<file path="src/rtl/btn_conditioner_if.sv">
// Button conditioner bus: raw button in, conditioned level and strobes out.
// The master side drives the raw button; the slave side is the conditioner itself.
interface btn_conditioner_if;
  logic i_btn;
  logic o_level;
  logic o_press;
  logic o_release;
  logic o_long;
  logic o_repeat;
  logic o_toggle;

  modport master (output i_btn,
                  input  o_level, o_press, o_release, o_long, o_repeat, o_toggle);
  modport slave  (input  i_btn,
                  output o_level, o_press, o_release, o_long, o_repeat, o_toggle);
endinterface

</file>
<file path="src/rtl/btn_conditioner.sv">
// Push-button conditioner: 2-FF sync, debounce, press/release strobes, long-press FSM.
// Define BTN_AUTOREPEAT_EN to build the RPT state and the auto-repeat strobe.
module btn_conditioner #(
  parameter int DB_CYCLES     = 120000,
  parameter int LONG_CYCLES   = 6000000,
  parameter int REPEAT_CYCLES = 1200000
) (
  input  logic               i_clk,
  input  logic               i_rst_n,
  btn_conditioner_if.slave   bus
);
  localparam int MAX_A = (DB_CYCLES > LONG_CYCLES) ? DB_CYCLES : LONG_CYCLES;
  localparam int MAX_C = (MAX_A > REPEAT_CYCLES) ? MAX_A : REPEAT_CYCLES;
  localparam int CW    = $clog2(MAX_C) + 1;

`ifdef BTN_AUTOREPEAT_EN
  typedef enum logic [1:0] {IDLE, HOLD, RPT} state_t;
`else
  typedef enum logic [1:0] {IDLE, HOLD} state_t;
`endif

  logic          r_s1, r_s2;
  logic [CW-1:0] r_db_cnt;
  logic          r_level;
  logic          w_db_done, w_rise, w_fall;

  state_t        r_state;
  logic [CW-1:0] r_hold_cnt;
  logic          r_press, r_release, r_long, r_toggle;
`ifdef BTN_AUTOREPEAT_EN
  logic          r_repeat;
`else
  logic          r_long_done;
`endif

  // Level flips on the DB_CYCLES-th consecutive sample that disagrees with it.
  assign w_db_done = (r_s2 != r_level) && (r_db_cnt == CW'(DB_CYCLES - 1));
  assign w_rise    = w_db_done &&  r_s2;
  assign w_fall    = w_db_done && !r_s2;

  always_ff @(posedge i_clk or negedge i_rst_n) begin
    if (!i_rst_n) begin
      r_s1     <= 1'b0;
      r_s2     <= 1'b0;
      r_db_cnt <= '0;
      r_level  <= 1'b0;
    end else begin
      r_s1 <= bus.i_btn;
      r_s2 <= r_s1;
      if (r_s2 == r_level) begin
        r_db_cnt <= '0;
      end else if (w_db_done) begin
        r_level  <= r_s2;
        r_db_cnt <= '0;
      end else begin
        r_db_cnt <= r_db_cnt + 1'b1;
      end
    end
  end

  always_ff @(posedge i_clk or negedge i_rst_n) begin
    if (!i_rst_n) begin
      r_state    <= IDLE;
      r_hold_cnt <= '0;
      r_press    <= 1'b0;
      r_release  <= 1'b0;
      r_long     <= 1'b0;
      r_toggle   <= 1'b0;
`ifdef BTN_AUTOREPEAT_EN
      r_repeat   <= 1'b0;
`else
      r_long_done <= 1'b0;
`endif
    end else begin
      r_press   <= w_rise;
      r_release <= w_fall;
      r_long    <= 1'b0;
`ifdef BTN_AUTOREPEAT_EN
      r_repeat  <= 1'b0;
`endif
      case (r_state)
        IDLE: begin
`ifndef BTN_AUTOREPEAT_EN
          r_long_done <= 1'b0;
`endif
          if (w_rise) begin
            r_state    <= HOLD;
            r_toggle   <= ~r_toggle;
            r_hold_cnt <= '0;
          end
        end
        // A release on the expiry cycle suppresses LONG/REPEAT.
        HOLD: begin
          if (w_fall) begin
            r_state <= IDLE;
`ifdef BTN_AUTOREPEAT_EN
          end else if (r_hold_cnt == CW'(LONG_CYCLES - 1)) begin
            r_long     <= 1'b1;
            r_state    <= RPT;
            r_hold_cnt <= '0;
`else
          end else if (r_long_done) begin
            r_hold_cnt <= r_hold_cnt;
          end else if (r_hold_cnt == CW'(LONG_CYCLES - 1)) begin
            r_long      <= 1'b1;
            r_long_done <= 1'b1;
`endif
          end else begin
            r_hold_cnt <= r_hold_cnt + 1'b1;
          end
        end
`ifdef BTN_AUTOREPEAT_EN
        RPT: begin
          if (w_fall) begin
            r_state <= IDLE;
          end else if (r_hold_cnt == CW'(REPEAT_CYCLES - 1)) begin
            r_repeat   <= 1'b1;
            r_hold_cnt <= '0;
          end else begin
            r_hold_cnt <= r_hold_cnt + 1'b1;
          end
        end
`endif
        default: r_state <= IDLE;
      endcase
    end
  end

  assign bus.o_level   = r_level;
  assign bus.o_press   = r_press;
  assign bus.o_release = r_release;
  assign bus.o_long    = r_long;
  assign bus.o_toggle  = r_toggle;
`ifdef BTN_AUTOREPEAT_EN
  assign bus.o_repeat  = r_repeat;
`else
  assign bus.o_repeat  = 1'b0;
`endif
endmodule
</file>
<file path="src/flat_wrapper.sv">
// flat-port wrapper written by rule: the top's interface ports become plain ports
module btn_conditioner_flat 
#(
  parameter int DB_CYCLES     = 120000,
  parameter int LONG_CYCLES   = 6000000,
  parameter int REPEAT_CYCLES = 1200000
)
  (i_clk, i_rst_n, bus_i_btn, bus_o_level, bus_o_press, bus_o_release, bus_o_long, bus_o_repeat, bus_o_toggle);
  btn_conditioner_if bus_i ();
  input  logic i_clk;
  input  logic i_rst_n;
  input wire logic [$bits(bus_i.i_btn)-1:0] bus_i_btn;
  output wire logic [$bits(bus_i.o_level)-1:0] bus_o_level;
  output wire logic [$bits(bus_i.o_press)-1:0] bus_o_press;
  output wire logic [$bits(bus_i.o_release)-1:0] bus_o_release;
  output wire logic [$bits(bus_i.o_long)-1:0] bus_o_long;
  output wire logic [$bits(bus_i.o_repeat)-1:0] bus_o_repeat;
  output wire logic [$bits(bus_i.o_toggle)-1:0] bus_o_toggle;
  assign bus_i.i_btn = bus_i_btn;
  assign bus_o_level = bus_i.o_level;
  assign bus_o_press = bus_i.o_press;
  assign bus_o_release = bus_i.o_release;
  assign bus_o_long = bus_i.o_long;
  assign bus_o_repeat = bus_i.o_repeat;
  assign bus_o_toggle = bus_i.o_toggle;
  btn_conditioner #(.DB_CYCLES(DB_CYCLES), .LONG_CYCLES(LONG_CYCLES), .REPEAT_CYCLES(REPEAT_CYCLES)) u_core (.i_clk(i_clk), .i_rst_n(i_rst_n), .bus(bus_i));
endmodule
</file>
<file path="config.mk">
export PLATFORM = sky130hd
export DESIGN_NAME = btn_conditioner_flat
export DESIGN_NICKNAME = d
export VERILOG_FILES = /design/src/rtl/btn_conditioner_if.sv /design/src/rtl/btn_conditioner.sv /design/src/flat_wrapper.sv
export SDC_FILE = /design/constraint.sdc
export NUM_CORES = 1
export LEC_CHECK = 0
export CORE_MARGIN = 5
export CORE_UTILIZATION = 50
export DETAILED_ROUTE_END_ITERATION = 7
export PLACE_DENSITY = 0.78
export SETUP_SLACK_MARGIN = 0.2
export SYNTH_ARGS = -nofsm -noshare
export SYNTH_HDL_FRONTEND = slang
export SYNTH_SLANG_ARGS = --single-unit
</file>
<file path="constraint.sdc">
create_clock -name i_clk -period 4.1 [get_ports i_clk]
set_clock_uncertainty 0.15 [all_clocks]
set_input_delay 1.23 -clock i_clk [delete_from_list [all_inputs] [get_ports i_clk]]
set_output_delay 1.23 -clock i_clk [all_outputs]
set_load 0.01 [all_outputs]
</file>
* After elaboration in Yosys (flattened, before gate mapping)
Index checks and enable logic that the tools add are counted.
** Word-level totals
- Bits in registers :: 58
- Logic and storage cells :: 53
** Cells by class
- Add/sub/neg operators :: 2
- Equality and inequality tests :: 10
- Muxes and demuxes :: 17
- Bitwise logic cells :: 2
- Reduce and logical (&&, ||, !) cells :: 11
** Operator list (number)
- $mux 24 :: 6
- $add 24x1->24 const B :: 2
- $pmux 24 s2 :: 1
- $eq 24x17->1 const B :: 1
- $eq 24x23->1 const B :: 1
- $reduce_and 2->1 :: 4
- $mux 1 :: 6
- $ne 2x2->1 const B :: 3
- $reduce_and 5->1 :: 1
- $mux 2 :: 2
- $ne 2x1->1 const B :: 2
- $pmux 2 s2 :: 1
- $logic_and 1x1->1 :: 3
- $eq 2x1->1 const B :: 1
- $logic_not 2->1 :: 1
- $not 1->1 :: 2
- $pmux 1 s2 :: 1
- $reduce_bool 2->1 :: 1
- $eq 1x1->1 :: 1
- $logic_not 1->1 :: 1
- $ne 1x1->1 :: 1

* Depth between registers and ports, before layout
Gate-level depths: netlist of the first run.
- Word-level depth :: 5
- Depth in mapped cells :: 8

* Worst setup path after synthesis of the first run
No wires, ideal clock.
- Path kind :: reg-to-reg
- Start point :: register u_core.r_db_cnt[19]
- End point :: register u_core.r_hold_cnt[2]
- Setup time :: 0.126 ns
- Data arrival time :: 2.144 ns
- Required time :: 3.824 ns
- Slack :: 1.680 ns
- Cell stages (with the launch flop) :: 7
- Buffers on the path :: 1
- Cells stage by stage :: dfrtp_1 or4_4 or4_4 o22ai_4 buf_6 nor4b_1 a221o_1
** Between the ends
- Word-level cells in the longest chain between the ends :: 5
** Ends and longest elaborated chain
- from (decl) :: RTL line btn_conditioner.sv:23 : logic [CW-1:0] r_db_cnt;
- from (signal assigned) :: RTL line btn_conditioner.sv:56 : r_db_cnt <= r_db_cnt + 1'b1;
- $eq 24x17->1 (*) :: RTL line btn_conditioner.sv:37 : assign w_db_done = (r_s2 != r_level) && (r_db_cnt == CW'(DB_CYCLES - 1));
- $logic_and 1x1->1 (*) :: RTL line btn_conditioner.sv:37
- $logic_and 1x1->1 (on tied branches) :: RTL line btn_conditioner.sv:39, btn_conditioner.sv:38
- $ne 2x2->1 (no line) / $ne 2x1->1 (equally long branches)
- $reduce_and 5->1 (no line) (*)
- to (signal assigned) :: RTL line btn_conditioner.sv:103 : r_hold_cnt <= r_hold_cnt;
- to (signal assigned) :: RTL line btn_conditioner.sv:109 : r_hold_cnt <= r_hold_cnt + 1'b1;
- to (decl) :: RTL line btn_conditioner.sv:28 : logic [CW-1:0] r_hold_cnt;
Mark *: on every way between the ends. The rest lies on a longest branch, timed or not.
A chain may end at the register's enable or synchronous reset.

* Final worst setup path of the first run
- Start point :: register u_core.r_db_cnt[19]
- End point :: register u_core.r_hold_cnt[11]
The elaborated chain is that of the path after synthesis.

==> results of run 1 <==
power by group through the flow:
stage | Combinational (mW) | Sequential [mW] | Clock [mW]
5_1_grt | 0.0261 | 0.569 | 0.472
6_report | 0.0221 | 0.569 | 0.438
4_1_cts | 0.0233 | 0.569 | 0.453
2_1_floorplan | 0.00935 | 0.579 | 0
3_3_place_gp | 0.0228 | 0.579 | 0
3_5_place_dp | 0.0232 | 0.579 | 0
sequential cells by signal (all words and copies together) (netlist names):
signal and flops:
u_core.r_db_cnt 24, u_core.r_hold_cnt 24, u_core.bus.o_level 1, u_core.bus.o_long 1
u_core.bus.o_press 1, u_core.bus.o_release 1, u_core.bus.o_toggle 1, u_core.r_long_done 1
u_core.r_s1 1, u_core.r_s2 1, u_core.r_state 1
how the worst min path moves through the flow:
stage                           start           to  slack (ns)  cells past startpoint
after floorplan           u_core.r_s1  u_core.r_s2        0.18                      0
after global placement    u_core.r_s1  u_core.r_s2        0.18                      0
after detailed placement  u_core.r_s1  u_core.r_s2        0.19                      0
after CTS                 u_core.r_s1  u_core.r_s2        0.20                      0
after global routing      u_core.r_s1  u_core.r_s2        0.21                      0
final                     u_core.r_s1  u_core.r_s2        0.20                      0
worst reg2reg max path, stage by stage, from the launching register on:
cell and delay, ns:
dfrtp_1 0.43, or4_4 0.57, or4_4 0.55, o22ai_4 0.52
a21o_1 0.44, a221o_1 0.23
final cells by class:
type	count	share of cell area, %
Clock buffer	11	4.654
Timing Repair Buffer	8	2.231
Multi-Input combinational cell	228	45.08
Sequential cell	57	43.85
Tap cell	75	2.885
Inverter	10	1.154
Clock inverter	1	0.1538
cells by family after synthesis:
| logic type | after synthesis |
|---|---|
| and+or+nand+nor | 158 |
| muxes | 1 |
| DFF | 57 |
| xor gates and xnor gates | 24 |
| buffers and inverters | 22 |
| AOI/OAI and AO/OA | 42 |
| other | 1 |
| adders and majority gates | 2 |
synthesized netlist by cell type, types with 6 or more instances:
library cell,n
and2_1,6
dfrtp_1,57
nor4_1,6
nand4_1,10
xnor2_1,18
a2bb2oi_1,8
a21boi_0,8
clkbuf_1,7
nor3_1,20
inv_1,10
nor2_1,38
xor2_1,6
nand2_1,20
nand3_1,19
and3_1,10
routing by layer:
metal	part of all wire, %	vias to the layer above	wire [µm]	GRT usage (%)
met1	45	1149	2681	20.93
met3	3.4	16	206	5.109
met5	0	-	0	0
met2	50	35	2985	29.32
li1	-	1123	-	-
met4	1.6	0	98	7.252
cells in the final DEF (no fill, tap or decap), types with 3 or more instances in the layout:
cell type / synthesis / routed
xnor2_1: 18 / 18
and2_1: 6 / 6
and4_1: 4 / 4
clkdlybuf4s50_1: 0 / 6
nor4b_1: 3 / 3
dfrtp_1: 57 / 57
nand3_1: 19 / 19
o21ai_0: 3 / 3
clkbuf_8: 0 / 11
o22a_1: 4 / 4
nor2_1: 38 / 38
nand4_1: 10 / 10
a221o_1: 5 / 5
nand2b_1: 3 / 3
nor3_1: 20 / 20
nor4_1: 6 / 6
a21o_1: 3 / 3
a21boi_0: 8 / 8
a2bb2oi_1: 8 / 8
and3_1: 10 / 10
xor2_1: 6 / 6
inv_1: 10 / 10
nand2_1: 20 / 20
stage by stage:
| step | instance area (µm²) | power, mW | utilization [%] | setup slack [ns] |
|---|---|---|---|---|
| finish | 3253 | 1.029 | 55.27 | 1.150 |
| global placement | 3097 | 0.6016 | 52.61 | 1.209 |
| floorplan | 2995 | 0.5879 | - | 1.680 |
| detailed placement | 3097 | 0.6023 | 52.61 | 1.166 |
| CTS | 3253 | 1.045 | 55.27 | 1.151 |
| global route | 3253 | 1.068 | 55.27 | 0.9890 |
==> results.sh, run 1 <==
export IMPL_status="finished, final reports clean"
export IMPL_ant_nets=0
export IMPL_numCtsBuffers=9
export IMPL_synth_edf_count=0
export IMPL_syn_to_final_growth_pct=8.605
export IMPL_gp_congestion=0.8079
export IMPL_ff2ff_path_depth=5
export IMPL_vdd_drop_max_mv=0.2719
export IMPL_cts_tree="done"
export IMPL_die_w_um=87.40
export IMPL_p_clk_share_pct=42.5
export IMPL_critPathTopFamily="compound AO/OA/AOI/OAI gates"
export IMPL_critPathKind="flip-flop to flip-flop"
export IMPL_slew_viol_final=0
export IMPL_post_cts_setup_buffer_count=0
export IMPL_synth_seq_cells=57
export IMPL_synthAdderAreaFrac_pct=0.8354
export IMPL_wirelength_mm=5.972
export IMPL_syn_instance_count=307
export IMPL_critPathMaxStageDelay_ns=0.57
export IMPL_crit_slowest_cell="or4_4"
export IMPL_synth_top_family_by_area="simple AND/OR/NAND/NOR gates"
export IMPL_grt_pass1_wl_mm=10.60
export IMPL_async_flop_share_pct=100.0
export IMPL_power_leakage_nw=1.324
export IMPL_pwr_share_seq_pct=55.3
export IMPL_crit_fanout=23
export IMPL_worstSetupPathDepth=5
export IMPL_p_int_mw=0.8084
export IMPL_clockBufferDepth=2
export IMPL_fin_tns_setup_ns=0
export IMPL_r2r_setup_slack_ns=1.15
export IMPL_grt_max_degree=38
export IMPL_place_hpwl_mm=4.002
export IMPL_clock_latency_ns=0.33
export IMPL_finalHoldViolations=0
export IMPL_drc_errors=0
export IMPL_yosysTopAreaCellShare_pct=47.62
export IMPL_reg2reg_from="u_core.r_db_cnt[19]"
export IMPL_p_per_area_nw_per_um2=316.2
export IMPL_die_height_um=87.40
export IMPL_timing_slew_headroom_pct=22.62
export IMPL_dr_pass1_iters=5
export IMPL_root_buffer="clkbuf_8"
export IMPL_num_vias=2323
export IMPL_synthFlopType="dfrtp_1"
export IMPL_synthMuxAreaShare_pct=0.3759
export IMPL_drt_wirelength_per_cell_um=15.31
export IMPL_h_tree_depth=3
export IMPL_cts_hold_buf=0
export IMPL_drv_cap=0
export IMPL_n_antenna_cell=0
export IMPL_sw_frac_of_total_pct=21.40
export IMPL_tightestPinTransition_ns=1.150
export IMPL_overflow=0
export IMPL_syn_nets=312
export IMPL_grt_setup_unrepaired="no"
export IMPL_drtIter0Drc=152
export IMPL_worstPathRequired_ns=4.22
export IMPL_startpoint_type="flip-flop"
export IMPL_syn_area_per_cell_um2=9.757
export IMPL_antenna_found_initial=0
export IMPL_via_per_inst=5.956
export IMPL_coreArea_um2=5886
export IMPL_seq_area_frac_synth_pct=47.62
export IMPL_switchingPower_mw=0.2202
export IMPL_worstSetupEndpointType="flip-flop"
export IMPL_cp_startpoint="u_core.r_db_cnt[19]"
export IMPL_setup_viol_count_final=0
export IMPL_place_inst=378
export IMPL_nFillCells=519
export IMPL_seqCellArea_um2=1426
export IMPL_synthTopCellsByArea="dfrtp_1, xnor2_1, nor2_1"
export IMPL_layout_drive_gt1_share_pct=7.619
export IMPL_min_path_type="flip-flop to flip-flop"
export IMPL_endpoint="u_core.r_hold_cnt[11]"
export IMPL_multi_input_area_um2=1466
export IMPL_period_share_pct=71.96
export IMPL_layout_cells_non_filler=390
export IMPL_holdWs_ns=0.1953
export IMPL_ctsResizeCount=0
export IMPL_ios=9
export IMPL_grt_pass1_vias=2393
export IMPL_p_comb_share_pct=2.1
export IMPL_synth_xor_area_share_pct=7.018
export IMPL_synth_area_leader_cell="dfrtp_1"
export IMPL_crit_top_cell="or4_4"
export IMPL_max_clock_freq_mhz=338.9
export IMPL_path_buf_inv=0
export IMPL_synth_distinct_cells=49
export IMPL_io_buffers=7
export IMPL_track_usage_pct=17.51
export IMPL_crit_arrival_ns=3.07
export IMPL_rows=28
export IMPL_crit_chain="or4_4 > or4_4 > o22ai_4 > a21o_1 > a221o_1"
export IMPL_clk_pin_slew_ns=0.06
export IMPL_die_area_um2=7639
export IMPL_synth_warnings=0
export IMPL_clock_sinks=57
export IMPL_period_needed_ns=2.950
export IMPL_syn_area_um2=2995
export IMPL_initial_core_util_pct=50.89
export IMPL_synth_compound_area_share_pct=11.86
export IMPL_finalNetCount=319
export IMPL_r2r_end="u_core.r_hold_cnt[11]"
export IMPL_yosys_area_share_simple_pct=28.74
(Power assumes the default switching activity.)
==> run 2: changes to the inputs <==
Clock period 4.1 ns to 3 ns, I/O delays scaled along.
==> run 2 against run 1 <==
- highest routed layer unchanged
- fmax is 11% higher
- final cell count is 2.6% higher
- combinational power is 53% higher
- total power is 59% higher
- critical path type unchanged
- register-to-register slack worse by 0.81 ns
- flip-flop and latch count stayed put
- sequential power is 37% higher
- count of clock-buffer cells in the layout is 1 lower
==> results.sh, run 2 (synthesized netlist as in run 1, its figures left out) <==
export IMPL_grt_max_degree=41
export IMPL_dp_worst_setup_slack_ns=0.3336
export IMPL_sw_frac_of_total_pct=21.95
export IMPL_ctsResizeCount=0
export IMPL_hold_depth=0
export IMPL_die_height_um=87.40
export IMPL_ff2ff_path_depth=6
export IMPL_slew_viol_final=0
export IMPL_r2r_setup_slack_ns=0.34
export IMPL_max_clock_freq_mhz=375.6
export IMPL_min_delay_worst_endpoint="u_core.r_s2"
export IMPL_ios=9
export IMPL_clock_latency_ns=0.34
export IMPL_post_cts_setup_buffer_count=0
export IMPL_numCtsBuffers=9
export IMPL_ant_nets=0
export IMPL_overflow=0
export IMPL_gp_congestion=0.8649
export IMPL_switchingPower_mw=0.3586
export IMPL_finalNetCount=325
export IMPL_min_path_type="flip-flop to flip-flop"
export IMPL_critPathMaxStageDelay_ns=0.57
export IMPL_crit_slowest_cell="or4_4"
export IMPL_setup_viol_count_final=0
export IMPL_vdd_drop_max_mv=0.4192
export IMPL_power_leakage_nw=1.389
export IMPL_fin_ws_ns=0.3374
export IMPL_grt_setup_unrepaired="no"
export IMPL_cts_tree="done"
export IMPL_via_per_inst=5.860
export IMPL_coreArea_um2=5886
export IMPL_drt_wirelength_per_cell_um=15.43
export IMPL_num_vias=2344
export IMPL_r2r_end="u_core.r_hold_cnt[12]"
export IMPL_clk_pin_slew_ns=0.07
export IMPL_cts_hold_buf=0
export IMPL_die_area_um2=7639
export IMPL_root_buffer="clkbuf_8"
export IMPL_worstSetupEndpointType="flip-flop"
export IMPL_status="finished, final reports clean"
export IMPL_io_buffers=7
export IMPL_track_usage_pct=18.00
export IMPL_period_needed_ns=2.663
export IMPL_p_int_mw=1.275
export IMPL_drv_cap=0
export IMPL_pwr_share_seq_pct=47.5
export IMPL_critPathKind="flip-flop to flip-flop"
export IMPL_grt_pass1_vias=2350
export IMPL_finalHoldViolations=0
export IMPL_drc_errors=0
export IMPL_stdcell_area_um2=3382
export IMPL_worstPathRequired_ns=3.08
export IMPL_critPathTopFamily="simple AND/OR/NAND/NOR gates"
export IMPL_path_buf_inv=1
export IMPL_fin_tns_setup_ns=0
export IMPL_reg2reg_from="u_core.r_db_cnt[19]"
export IMPL_crit_chain="or4_4 > or4_4 > o22ai_4 > buf_4 > nor4b_1 > a211o_1"
export IMPL_final_common_cell="dfrtp_1"
export IMPL_p_comb_share_pct=2.1
export IMPL_clock_sinks=57
export IMPL_rows=28
export IMPL_drtIter0Drc=125
export IMPL_p_per_area_nw_per_um2=483.0
export IMPL_initial_core_util_pct=50.89
export IMPL_n_antenna_cell=0
export IMPL_antenna_found_initial=0
export IMPL_p_clk_share_pct=50.4
export IMPL_clockBufferDepth=2
export IMPL_wirelength_mm=6.170
export IMPL_holdWs_ns=0.2011
export IMPL_reg_top3="u_core.r_db_cnt x24, u_core.r_hold_cnt x24"
export IMPL_layout_drive_gt1_share_pct=10.46
export IMPL_period_share_pct=88.75
export IMPL_crit_top_cell="or4_4"
export IMPL_die_w_um=87.40
export IMPL_hp_start="u_core.r_s1"
export IMPL_startpoint_type="flip-flop"
export IMPL_crit_fanout=18
export IMPL_syn_to_final_growth_pct=12.91
export IMPL_grt_pass1_wl_mm=10.77
export IMPL_final_cell_mix="dfrtp_1, nor2_1, nand2_1, nor3_1, nand3_1"
export IMPL_dr_pass1_iters=4
export IMPL_postPlaceCellArea_um2=3154
export IMPL_h_tree_depth=3
export IMPL_crit_arrival_ns=2.74
export IMPL_place_hpwl_mm=4.181
==> run 2: cell types whose count changed in the layout (fill, tap and decap cells not counted) <==
cell        before  now
buf_12           0    1
inv_6            0    1
bufinv_16        0    2
buf_4            1    6
clkinvlp_4       0    1
clkinv_4         0    1
clkbuf_8        11   10
==> run 2: how the worst max path moves through the flow <==
stage,startpoint,end,slack (ns),cells past startpoint
after floorplan,u_core.r_db_cnt[19],u_core.r_hold_cnt[2],0.58,6
after global placement,u_core.r_db_cnt[19],u_core.r_hold_cnt[12],0.38,6
after detailed placement,u_core.r_db_cnt[19],u_core.r_hold_cnt[12],0.33,6
after CTS,u_core.r_db_cnt[19],u_core.r_hold_cnt[12],0.33,6
after global routing,u_core.r_db_cnt[19],u_core.r_hold_cnt[12],0.22,6
final,u_core.r_db_cnt[19],u_core.r_hold_cnt[12],0.34,6
==> run 2: routing by layer <==
metal  vias up  wire [µm]  global-route usage (%)  share of wire, %
met4         0        108                   7.531               1.8
met3        12        273                   4.541               4.4
met2        55       3044                   29.32                49
met5         -          0                       0                 0
li1       1137          -                       -                 -
met1      1140       2744                   22.65                44
==> run 2: power by group through the flow <==
stage | combinational, mW | clock [mW] | sequential, mW
final | 0.0339 | 0.823 | 0.777
after global routing | 0.0392 | 0.875 | 0.777
after CTS | 0.0354 | 0.838 | 0.777
after detailed placement | 0.0352 | 0 | 0.791
after global placement | 0.0343 | 0 | 0.791
after floorplan | 0.0128 | 0 | 0.791
==> run 2: area by class of cell <==
| class | instances | area [µm²] |
|---|---|---|
| Fill cell | 520 | 2504 |
| Multi-Input combinational cell | 228 | 1466 |
| Sequential cell | 57 | 1426 |
| Clock buffer | 10 | 137.6 |
| Timing Repair Buffer | 14 | 130.1 |
| Tap cell | 75 | 93.84 |
| Clock inverter | 6 | 90.09 |
| Inverter | 10 | 37.54 |
==> run 2: worst register-to-register path: cells and delay by family, from the launching register on <==
kind | cells | cell delay (ns)
flops | 1 | 0.43
buf+inv | 1 | 0.27
simple gates | 3 | 1.21
compound gates | 2 | 0.49
==> run 2: per-stage QoR <==
step	total power, mW	utilization (%)	std cells
6_report	1.634	57.46	400
5_1_grt	1.690	57.46	400
4_1_cts	1.650	57.46	400
3_5_place_dp	0.8265	53.59	384
3_3_place_gp	0.8254	53.59	384
2_1_floorplan	0.8035	-	307
==> run 3: changes to the inputs <==
Settings changed: CORE_UTILIZATION 50 to 61, PLACE_DENSITY 0.78 to 0.9, RECOVER_POWER set to 50.
Clock period 3 ns to 2.99 ns, I/O delays scaled along.
==> run 3 against run 2 <==
- count of clock-buffer cells in the layout increased by 2
- critical path depth fell by 1
- via count grew 4.5%
- global-route usage is 4.5 points higher
- sequential share of layout area increased by 0.41 points
- clock power decreased by 13%
- flip-flop and latch count did not move
- sequential power is essentially flat
- critical endpoint is now u_core.r_hold_cnt[9]
- highest routed layer unchanged
==> results.sh, run 3 (synthesized netlist as in run 1, its figures left out) <==
export IMPL_highest_signal_layer="met4"
export IMPL_place_hpwl_mm=4.259
export IMPL_hold_depth=0
export IMPL_root_buffer="clkbuf_8"
export IMPL_track_usage_pct=22.53
export IMPL_max_clock_freq_mhz=370.3
export IMPL_reg_top3="u_core.r_db_cnt x24, u_core.r_hold_cnt x24"
export IMPL_clock_latency_ns=0.34
export IMPL_grt_pass1_wl_mm=11.16
export IMPL_h_tree_depth=3
export IMPL_ios=9
export IMPL_initial_core_util_pct=63.00
export IMPL_die_area_um2=6412
export IMPL_gp_congestion=0.8870
export IMPL_clockBufferDepth=2
export IMPL_num_vias=2449
export IMPL_critPathKind="flip-flop to flip-flop"
export IMPL_overflow=0
export IMPL_ff2ff_path_depth=5
export IMPL_numCtsBuffers=9
export IMPL_dp_worst_setup_slack_ns=0.2716
export IMPL_wirelength_mm=6.387
export IMPL_die_height_um=80.08
export IMPL_period_share_pct=90.31
export IMPL_dr_wl_met3_um=349
export IMPL_worstSetupEndpointType="flip-flop"
export IMPL_min_path_type="flip-flop to flip-flop"
export IMPL_clock_sinks=57
export IMPL_r2r_end="u_core.r_hold_cnt[9]"
export IMPL_crit_arrival_ns=2.83
export IMPL_finalNetCount=328
export IMPL_io_buffers=7
export IMPL_drtIter0Drc=186
export IMPL_grt_setup_unrepaired="no"
export IMPL_startpoint_type="flip-flop"
export IMPL_timing_slew_headroom_pct=11.81
export IMPL_r2r_setup_slack_ns=0.29
export IMPL_drv_cap=0
export IMPL_grt_max_degree=34
export IMPL_clk_pin_slew_ns=0.06
export IMPL_fin_ws_ns=0.2896
export IMPL_status="finished, final reports clean"
export IMPL_p_per_area_nw_per_um2=456.1
export IMPL_via_per_inst=6.216
export IMPL_reg2reg_from="u_core.r_db_cnt[19]"
export IMPL_finalHoldViolations=0
export IMPL_drc_errors=0
export IMPL_min_delay_worst_endpoint="u_core.r_s2"
export IMPL_ant_nets=0
export IMPL_cts_tree="done"
export IMPL_power_leakage_nw=1.386
export IMPL_fin_tns_setup_ns=0
export IMPL_worstPathRequired_ns=3.11
export IMPL_syn_to_final_growth_pct=11.82
export IMPL_tightestPinTransition_ns=1.323
export IMPL_final_cell_mix="dfrtp_1, nor2_1, nand2_1, nor3_1, nand3_1"
export IMPL_n_antenna_cell=0
export IMPL_hp_start="u_core.r_s1"
export IMPL_final_common_cell="dfrtp_1"
export IMPL_rows=25
export IMPL_setup_viol_count_final=0
export IMPL_route_met2_wl_mm=3.231
export IMPL_layout_drive_gt1_share_pct=10.40
export IMPL_drt_wirelength_per_cell_um=16.21
export IMPL_coreArea_um2=4755
export IMPL_grt_pass1_vias=2457
export IMPL_vdd_drop_max_mv=0.4195
export IMPL_period_needed_ns=2.700
export IMPL_antenna_found_initial=0
export IMPL_met1Wirelength_mm=2.731
export IMPL_die_w_um=80.08
export IMPL_slew_viol_final=0
export IMPL_dr_pass1_iters=4
export IMPL_crit_fanout=13
-- run 3: cell count changes in the layout (fill, tap and decap cells not counted), sizes merged --
cell           before  now
bufinv              2    1
clkdlybuf4s50       6    5
clkbuf             10   14
clkinvlp            1    0
buf                 8    9
inv                11   10
dlygate4sd3         0    1
-- run 3: through the flow --
stage          hold WS [ns]  cell area, µm²  cells  utilization [%]  total power, mW
2_1_floorplan        0.1812            2995    307                -           0.8062
5_1_grt              0.2283            3349    394            70.45            1.593
3_5_place_dp         0.1951            3152    377            66.29           0.8291
6_report             0.2014            3349    394            70.45            1.528
4_1_cts              0.2055            3347    392            70.39            1.549
3_3_place_gp         0.1834            3152    377            66.29           0.8276
-- run 3: how the worst max path moves through the flow --
stage,start,to,depth (start not counted)
2_1_floorplan,u_core.r_db_cnt[19],u_core.r_hold_cnt[2],6
4_1_cts,u_core.r_db_cnt[19],u_core.r_hold_cnt[12],6
3_3_place_gp,u_core.r_db_cnt[19],u_core.r_hold_cnt[12],6
3_5_place_dp,u_core.r_db_cnt[19],u_core.r_hold_cnt[12],6
6_report,u_core.r_db_cnt[19],u_core.r_hold_cnt[9],5
5_1_grt,i_rst_n,u_core.r_db_cnt[0],2
-- run 3: worst max-delay path: stages (launching register included) --
cell and delay (ns):
dfrtp_1 0.44, or4_4 0.58, or4_4 0.55, o22ai_4 0.29
a21o_1 0.39, a221o_1 0.24
-- run 3: layout make-up --
cell class	count	area, µm²
fill	356	1405
inverter	10	37.54
sequential	57	1426
clock buffer	12	155.1
multi-input combinational	228	1466
timing repair buffer	17	140.1
clock inverter	3	40.04
tap	67	83.83
-- run 3: what timing repair did --
item,CTS,global route
endpoints found under the setup margin,0,12
hold buffers,0,0
setup buffers,0,2
resized for setup,0,1
-- run 3: per-layer routing --
metal	global-route usage (%)	up-vias
li1	-	1143
met1	27.09	1208
met2	36.75	82
met3	7.735	16
met4	9.459	0
met5	0	-
-- run 3: report_power, final --
group | switching (mW) | internal (mW)
registers | 0.00413 | 0.776
logic | 0.0237 | 0.00691
clock network | 0.294 | 0.423
